**src/rtl/cache_types_package.sv**
```systemverilog
// Shared cache type definitions for the data-cache memory controller.
// Holds the cache geometry (words per block, address field widths), the
// word and RAM handshake types, the miss-address layout and the controller
// FSM states. It also provides a helper that builds a word-aligned RAM
// address from a tag, an index and a word offset.
package cache_types_package;

  localparam int WORDS      = 2;
  localparam int WORD_COUNT = $clog2(WORDS);

  localparam int DTAG_W = 26;
  localparam int DIDX_W = 3;
  localparam int DBLK_W = 1;
  localparam int DBYT_W = 2;

  typedef logic [31:0] word_t;

  typedef enum logic [1:0] {
    FREE   = 2'd0,
    BUSY   = 2'd1,
    ACCESS = 2'd2,
    ERROR  = 2'd3
  } ramstate_t;

  typedef struct packed {
    logic [DTAG_W-1:0] tag;
    logic [DIDX_W-1:0] idx;
    logic [DBLK_W-1:0] blkoff;
    logic [DBYT_W-1:0] bytoff;
  } dcachef_t;

  typedef enum logic [1:0] {
    IDLE = 2'd0,
    WB   = 2'd1,
    FILL = 2'd2,
    DONE = 2'd3
  } dmemctrl_state_t;

  // Word address inside a block; the byte offset is always zero.
  function automatic word_t word_addr(input logic [DTAG_W-1:0] tag,
                                      input logic [DIDX_W-1:0] idx,
                                      input logic [DBLK_W-1:0] blk);
    return {tag, idx, blk, {DBYT_W{1'b0}}};
  endfunction

endpackage

```
**src/rtl/dcache_mem_ctrl.sv**
```systemverilog
// Data-cache miss service controller.
// On a miss request it optionally writes the dirty victim block back to RAM
// one word at a time, then fetches the missing block word by word and
// presents it on fill_data together with a one-cycle done pulse.
// Ports:
//   CLK, nRST            clock, synchronous active-low reset
//   req, req_addr        miss request and miss address (dcachef_t layout)
//   wb_en, wb_tag,       victim dirty flag, victim tag and victim block
//   wb_data
//   busy, done           service in progress / block delivered (pulse)
//   fill_data            fetched block, held until the next fill capture
//   ramREN, ramWEN,      RAM read/write strobes, word address, write data
//   ramaddr, ramstore
//   ramload, ramstate    RAM read data and handshake state
module dcache_mem_ctrl
  import cache_types_package::*;
#(
  parameter int WORDS = cache_types_package::WORDS
) (
  input  logic                     CLK,
  input  logic                     nRST,
  input  logic                     req,
  input  logic [31:0]              req_addr,
  input  logic                     wb_en,
  input  logic [DTAG_W-1:0]        wb_tag,
  input  word_t [WORDS-1:0]        wb_data,
  output logic                     busy,
  output logic                     done,
  output word_t [WORDS-1:0]        fill_data,
  output logic                     ramREN,
  output logic                     ramWEN,
  output logic [31:0]              ramaddr,
  output logic [31:0]              ramstore,
  input  logic [31:0]              ramload,
  input  ramstate_t                ramstate
);

  localparam int CNT_W = (WORDS > 1) ? $clog2(WORDS) : 1;
  localparam logic [CNT_W-1:0] CNT_LAST = CNT_W'(WORDS - 1);

  dmemctrl_state_t   state_q;
  logic [CNT_W-1:0]  cnt_q;
  logic [DTAG_W-1:0] req_tag_q;
  logic [DIDX_W-1:0] req_idx_q;
  logic [DTAG_W-1:0] wb_tag_q;
  word_t [WORDS-1:0] wb_data_q;
  word_t [WORDS-1:0] fill_data_q;
  logic              busy_q;
  logic              done_q;
  logic              ren_q;
  logic              wen_q;
  logic [31:0]       ramaddr_q;
  logic [31:0]       ramstore_q;

  dcachef_t          req_f_s;
  logic [CNT_W-1:0]  cnt_nxt_s;
  logic              cnt_last_s;
  logic              unused_s;

  assign req_f_s    = dcachef_t'(req_addr);
  assign cnt_nxt_s  = cnt_q + CNT_W'(1);
  assign cnt_last_s = (cnt_q == CNT_LAST);
  // Block and byte offsets of the miss address never reach the RAM address.
  assign unused_s   = ^{req_f_s.blkoff, req_f_s.bytoff};

  // Controller FSM: state, word counter, latches and all registered outputs.
  always_ff @(posedge CLK) begin
    if (!nRST) begin
      state_q     <= IDLE;
      cnt_q       <= '0;
      req_tag_q   <= '0;
      req_idx_q   <= '0;
      wb_tag_q    <= '0;
      wb_data_q   <= '0;
      fill_data_q <= '0;
      busy_q      <= 1'b0;
      done_q      <= 1'b0;
      ren_q       <= 1'b0;
      wen_q       <= 1'b0;
      ramaddr_q   <= 32'h0000_0000;
      ramstore_q  <= 32'h0000_0000;
    end else begin
      done_q <= 1'b0;
      case (state_q)
        IDLE: begin
          if (req) begin
            req_tag_q <= req_f_s.tag;
            req_idx_q <= req_f_s.idx;
            wb_tag_q  <= wb_tag;
            wb_data_q <= wb_data;
            cnt_q     <= '0;
            busy_q    <= 1'b1;
            // The chosen next state records whether a write-back is due.
            if (wb_en) begin
              state_q    <= WB;
              wen_q      <= 1'b1;
              ramaddr_q  <= word_addr(wb_tag, req_f_s.idx, DBLK_W'(0));
              ramstore_q <= wb_data[0];
            end else begin
              state_q   <= FILL;
              ren_q     <= 1'b1;
              ramaddr_q <= word_addr(req_f_s.tag, req_f_s.idx, DBLK_W'(0));
            end
          end
        end
        WB: begin
          // FREE/BUSY/ERROR leave everything in place so the word is re-issued.
          if (ramstate == ACCESS) begin
            if (cnt_last_s) begin
              cnt_q      <= '0;
              state_q    <= FILL;
              wen_q      <= 1'b0;
              ren_q      <= 1'b1;
              ramaddr_q  <= word_addr(req_tag_q, req_idx_q, DBLK_W'(0));
              ramstore_q <= 32'h0000_0000;
            end else begin
              cnt_q      <= cnt_nxt_s;
              ramaddr_q  <= word_addr(wb_tag_q, req_idx_q, DBLK_W'(cnt_nxt_s));
              ramstore_q <= wb_data_q[cnt_nxt_s];
            end
          end
        end
        FILL: begin
          if (ramstate == ACCESS) begin
            fill_data_q[cnt_q] <= ramload;
            if (cnt_last_s) begin
              cnt_q   <= '0;
              state_q <= DONE;
              ren_q   <= 1'b0;
              done_q  <= 1'b1;
            end else begin
              cnt_q     <= cnt_nxt_s;
              ramaddr_q <= word_addr(req_tag_q, req_idx_q, DBLK_W'(cnt_nxt_s));
            end
          end
        end
        DONE: begin
          // A req seen here is left for IDLE to accept on the next cycle.
          state_q <= IDLE;
          busy_q  <= 1'b0;
        end
        default: begin
          state_q <= IDLE;
          busy_q  <= 1'b0;
          ren_q   <= 1'b0;
          wen_q   <= 1'b0;
        end
      endcase
    end
  end

  assign busy      = busy_q;
  assign done      = done_q;
  assign fill_data = fill_data_q;
  assign ramREN    = ren_q;
  assign ramWEN    = wen_q;
  assign ramaddr   = ramaddr_q;
  assign ramstore  = ramstore_q;

endmodule

```
**config.mk**
```make
export PLATFORM = sky130hd
export DESIGN_NAME = dcache_mem_ctrl
export DESIGN_NICKNAME = d
export VERILOG_FILES = /design/src/rtl/cache_types_package.sv /design/src/rtl/dcache_mem_ctrl.sv
export SDC_FILE = /design/constraint.sdc
export NUM_CORES = 1
export LEC_CHECK = 0
export ABC_AREA = 0
export BUFFER_PORTS_ARGS = -buffer_cell sky130_fd_sc_hd__buf_2
export CORE_MARGIN = 10
export CORE_UTILIZATION = 46
export CTS_CLUSTER_DIAMETER = 80
export DETAILED_ROUTE_END_ITERATION = 10
export GPL_ROUTABILITY_DRIVEN = 0
export GPL_TIMING_DRIVEN = 1
export PLACE_DENSITY_LB_ADDON = 0.3
export REMOVE_ABC_BUFFERS = 1
export SLEW_MARGIN = 10
export SYNTH_ARGS = -nofsm -noshare
export SYNTH_HDL_FRONTEND = slang
export SYNTH_SLANG_ARGS = --single-unit
```
**constraint.sdc**
```tcl
create_clock -name CLK -period 1.95 [get_ports CLK]
set_input_delay 0.195 -clock CLK [delete_from_list [all_inputs] [get_ports CLK]]
set_output_delay 0.195 -clock CLK [all_outputs]
set_load 0.01 [all_outputs]
```
==> results.txt <==
- The run finished, with violations left.
- Failing checks: setup timing
- Most frequent cell on the critical path: sky130_fd_sc_hd__buf_6
- Combined area of all synthesized cells: between 0.009 and 0.01 mm2
- Async set-reset flop share out of synthesis: 0%
- The number of antenna violations at the first check in global routing was 5.
- Highest Clock Rate: about 0.49 GHz
* Layout Skew: 10.3 ps
* Flops & latches, synth: between 200 and 250
- Antenna violation net count after detailed routing: 0
- In this run the count of I/O pins placed on the die edge is a little under 300.
- Count of buffer and inverter cells on the critical path: 4
- Setup violations remaining at the end of the flow were counted as 1.
* Total of max-cap violations: 0
- Min Clock Period, post-route: roughly 2000 ps
- Biggest cell delay along the critical path: roughly 350 ps
- Ratio of routed vias to standard cells: 5.39
- In the final routed layout, each cell accounts on average for around 18 um.
- The critical path in this run is classified as register to register.
- Once the floorplan was initialized, standard cells occupied a little under half of the core.
* Cell depth of the worst flop-to-flop path: 9
- Commonest non-fill, non-tap cells in the layout: 334 x sky130_fd_sc_hd__nand2_1, 286 x sky130_fd_sc_hd__buf_2, 218 x sky130_fd_sc_hd__dfxtp_1
- Top cell family by delay on the critical path: compound AO/OA/AOI/OAI gates
- After routing the design area is between 0.01 and 0.015 mm2.
* Die Y-Extent: 161 um
* Post-layout worst setup margin: -76.3 ps
* Count of cell types in the netlist: 41
- The count of final hold-check violations came to 0.
- The first detailed-routing pass took 5 iterations.
* Leakage: between 5 and 6 nW
* Unrepaired setup endpoints after global routing: yes
- Level count of the clock H-tree: 1
* Fraction of layout cells with a size suffix above 1: a little over a quarter
* Commonest non-fill, non-tap cell in the layout: sky130_fd_sc_hd__nand2_1
* GR Util All Layers: a little under a quarter
* Number of cells on the worst hold path: 3
- Count of placed standard cells in the final layout, fillers left out: roughly 1800
- Share of the clock period used by the worst path: 104%
- After global routing the overflow that remains totals 0.
- Row generation in the floorplan step produced 51 rows.
* First-iteration detailed-routing DRC count: 749
* Port-buffer cells: roughly 290
- Core area: 0.0195 mm2
- Clock latency reported for the late side of the worst-skew pair: approximately 510 ps
- CTS placed an instance of sky130_fd_sc_hd__clkbuf_16 at the clock tree root.
- The first global-routing pass estimated 51200 um of wire.
- Cell total after placement: roughly 1600
- Ratio of total power to cell area: 1330 mW/mm2
- Post-synth EDFFs: 0
- Traced cell by cell, the critical path runs through inv_2 -> buf_6 -> ha_1 -> a21boi_2 -> a211oi_4 -> buf_6 -> clkbuf_16 -> nor2_1 -> a311oi_1.
- Residual DRC count: 0
- Dominant register cell in the synthesized netlist: sky130_fd_sc_hd__dfxtp_1
- Signed area change from the synthesized netlist to the final layout: 47.8%
- The worst setup path is captured at a register.
- CTS tree: done
- After synthesis, flip-flops and latches occupy between 40 and 50% of the total area.
* Critical Path RT: approximately 2300 ps
- The die is 161 um wide.
- The worst setup path is launched from a register.
* Highest fanout seen on the critical path: 12
- Final nets: ~1700
* DP Wirelength: just under 20000 um
- Clock-pin slew was measured on the worst setup and hold paths at approximately 60 ps.
- Pin count of the biggest net entering global routing: 66
- Cell accounting for the most synthesized area: sky130_fd_sc_hd__dfxtp_1
- Slew Viols, Final: 0
- Dominant cells by area after synthesis: sky130_fd_sc_hd__dfxtp_1 48%, sky130_fd_sc_hd__nand2_1 14%, sky130_fd_sc_hd__a21oi_1 8.5%
- The via count of the first global-routing pass is 9871.
* Yosys warnings: 0
* Top cell type's share of synthesized area: roughly half
* IR Drop Worst-Case VDD: 843 uV
- Layout Utilization: between 60% and 70%
- The min-delay analysis places its worst path in the category input port to register.
- For this design, the slowest cell found on the critical path is sky130_fd_sc_hd__dfxtp_2.
* Critical Path AT: around 2400 ps
- Syn Inst Count: 1110
- In this run the mean area of a mapped cell was 8.23 um2.
- For this block, the via count after detailed routing is a little under 10000.
- Clk buf depth: 3
- The routed design has approximately 33000 um of wire.
- The die covers roughly 0.026 mm2.
* Instance count on the critical path: 9
- Clock tree synthesis found a total of 220 sinks.
- Once placement finished, the instance area stood at 0.0110 mm2.
- Cts bufs inserted: 23
-- timing repair --
action | CTS | global route
pin swaps | 8 | 15
endpoints found under the hold margin | 182 | 0
cloned | 1 | 2
hold buffers | 150 | 0
buffers inserted | 4 | 2
resized for setup | 22 | 17
setup endpoints to repair | 31 | 51
-- synthesized netlist by cell type, types with 19 or more instances --
library cell / instances
sky130_fd_sc_hd__nor2b_1: 32
sky130_fd_sc_hd__nand2b_1: 36
sky130_fd_sc_hd__nor2_1: 39
sky130_fd_sc_hd__a211oi_1: 28
sky130_fd_sc_hd__nand3b_1: 34
sky130_fd_sc_hd__dfxtp_1: 220
sky130_fd_sc_hd__nand2_1: 335
sky130_fd_sc_hd__a221oi_1: 26
sky130_fd_sc_hd__a21oi_1: 156
sky130_fd_sc_hd__a311oi_1: 33
sky130_fd_sc_hd__clkbuf_1: 85
sky130_fd_sc_hd__o32ai_2: 19
-- sequential cells by signal (all words and copies together) (netlist names) --
register / cells
busy: 1
cnt_last_s: 1
done: 1
fill_data: 64
ramREN: 1
ramWEN: 1
ramaddr: 30
ramstore: 32
req_idx_q: 3
req_tag_q: 26
state_q: 2
wb_data_q: 32
wb_tag_q: 26
-- per-layer routing --
layer / up-vias / global-route usage, % / share of wire, % / wire length, um
li1: 4640 / - / - / -
met1: 4592 / 27.5 / 39 / 12800
met2: 446 / 39.8 / 50 / 16300
met3: 91 / 5.44 / 7.2 / 2360
met4: 0 / 10.9 / 3.4 / 1120
met5: - / 0 / 0 / 0
-- worst register-to-register path, stage by stage, from the launching register on --
cell and delay, ps:
sky130_fd_sc_hd__dfxtp_2 350, sky130_fd_sc_hd__inv_2 60, sky130_fd_sc_hd__buf_6 120, sky130_fd_sc_hd__ha_1 240, sky130_fd_sc_hd__a21boi_2 190, sky130_fd_sc_hd__a211oi_4 230, sky130_fd_sc_hd__buf_6 160, sky130_fd_sc_hd__clkbuf_16 170
sky130_fd_sc_hd__nor2_1 70, sky130_fd_sc_hd__a311oi_1 330
-- worst paths after layout --
| kind | end | from | slack [ps] |
|---|---|---|---|
| max | ramstore[7]$_SDFFE_PN0P_ | state_q[0]$_SDFFE_PN0P_ | -80 |
| min | busy$_SDFFE_PN0P_ | req | 50 |
| max reg2reg | ramstore[7]$_SDFFE_PN0P_ | state_q[0]$_SDFFE_PN0P_ | -80 |
| min reg2reg | fill_data[37]$_SDFFE_PN0P_ | fill_data[37]$_SDFFE_PN0P_ | 450 |
-- through the flow --
| stage | hold slack [ps] | setup TNS, ps | worst slack, ps | power (W) |
|---|---|---|---|---|
| after floorplan | 317 | -169980 | -1700 | 0.0101 |
| after global placement | 439 | -478 | -29.9 | 0.0128 |
| after detailed placement | 443 | -2200 | -109 | 0.0129 |
| after CTS | 13.9 | -124 | -19.5 | 0.0175 |
| after global routing | 77.0 | -1390 | -170 | 0.0190 |
| final | 54.4 | -76.3 | -76.3 | 0.0180 |
-- power breakdown --
group	internal, W	switching [W]
combinational	0.00341	0.00437
sequential	0.00554	0.000597
clock	0.00234	0.00177
-- final cells by class --
cell class	instances	area (um2)
antenna	6	15.0
tap	265	332
multi-input combinational	783	4480
clock inverter	5	28.8
fill	1502	6020
clock buffer	36	664
inverter	7	31.3
sequential	220	4410
timing repair buffer	489	3550
-- cells by family (layout without fill, tap and decap cells) --
family	count (synthesis)	count (layout)	synth area share [%]
AO/OA/AOI/OAI	286	286	22.4
buffers and inverters	108	537	4.77
multiplexers	1	1	0.110
AND/OR/NAND/NOR	487	487	23.5
other	1	8	0.0410
adder cells (fa/ha/maj)	7	7	0.959
flip-flops	220	220	48.2
(Power assumes the default switching activity.)
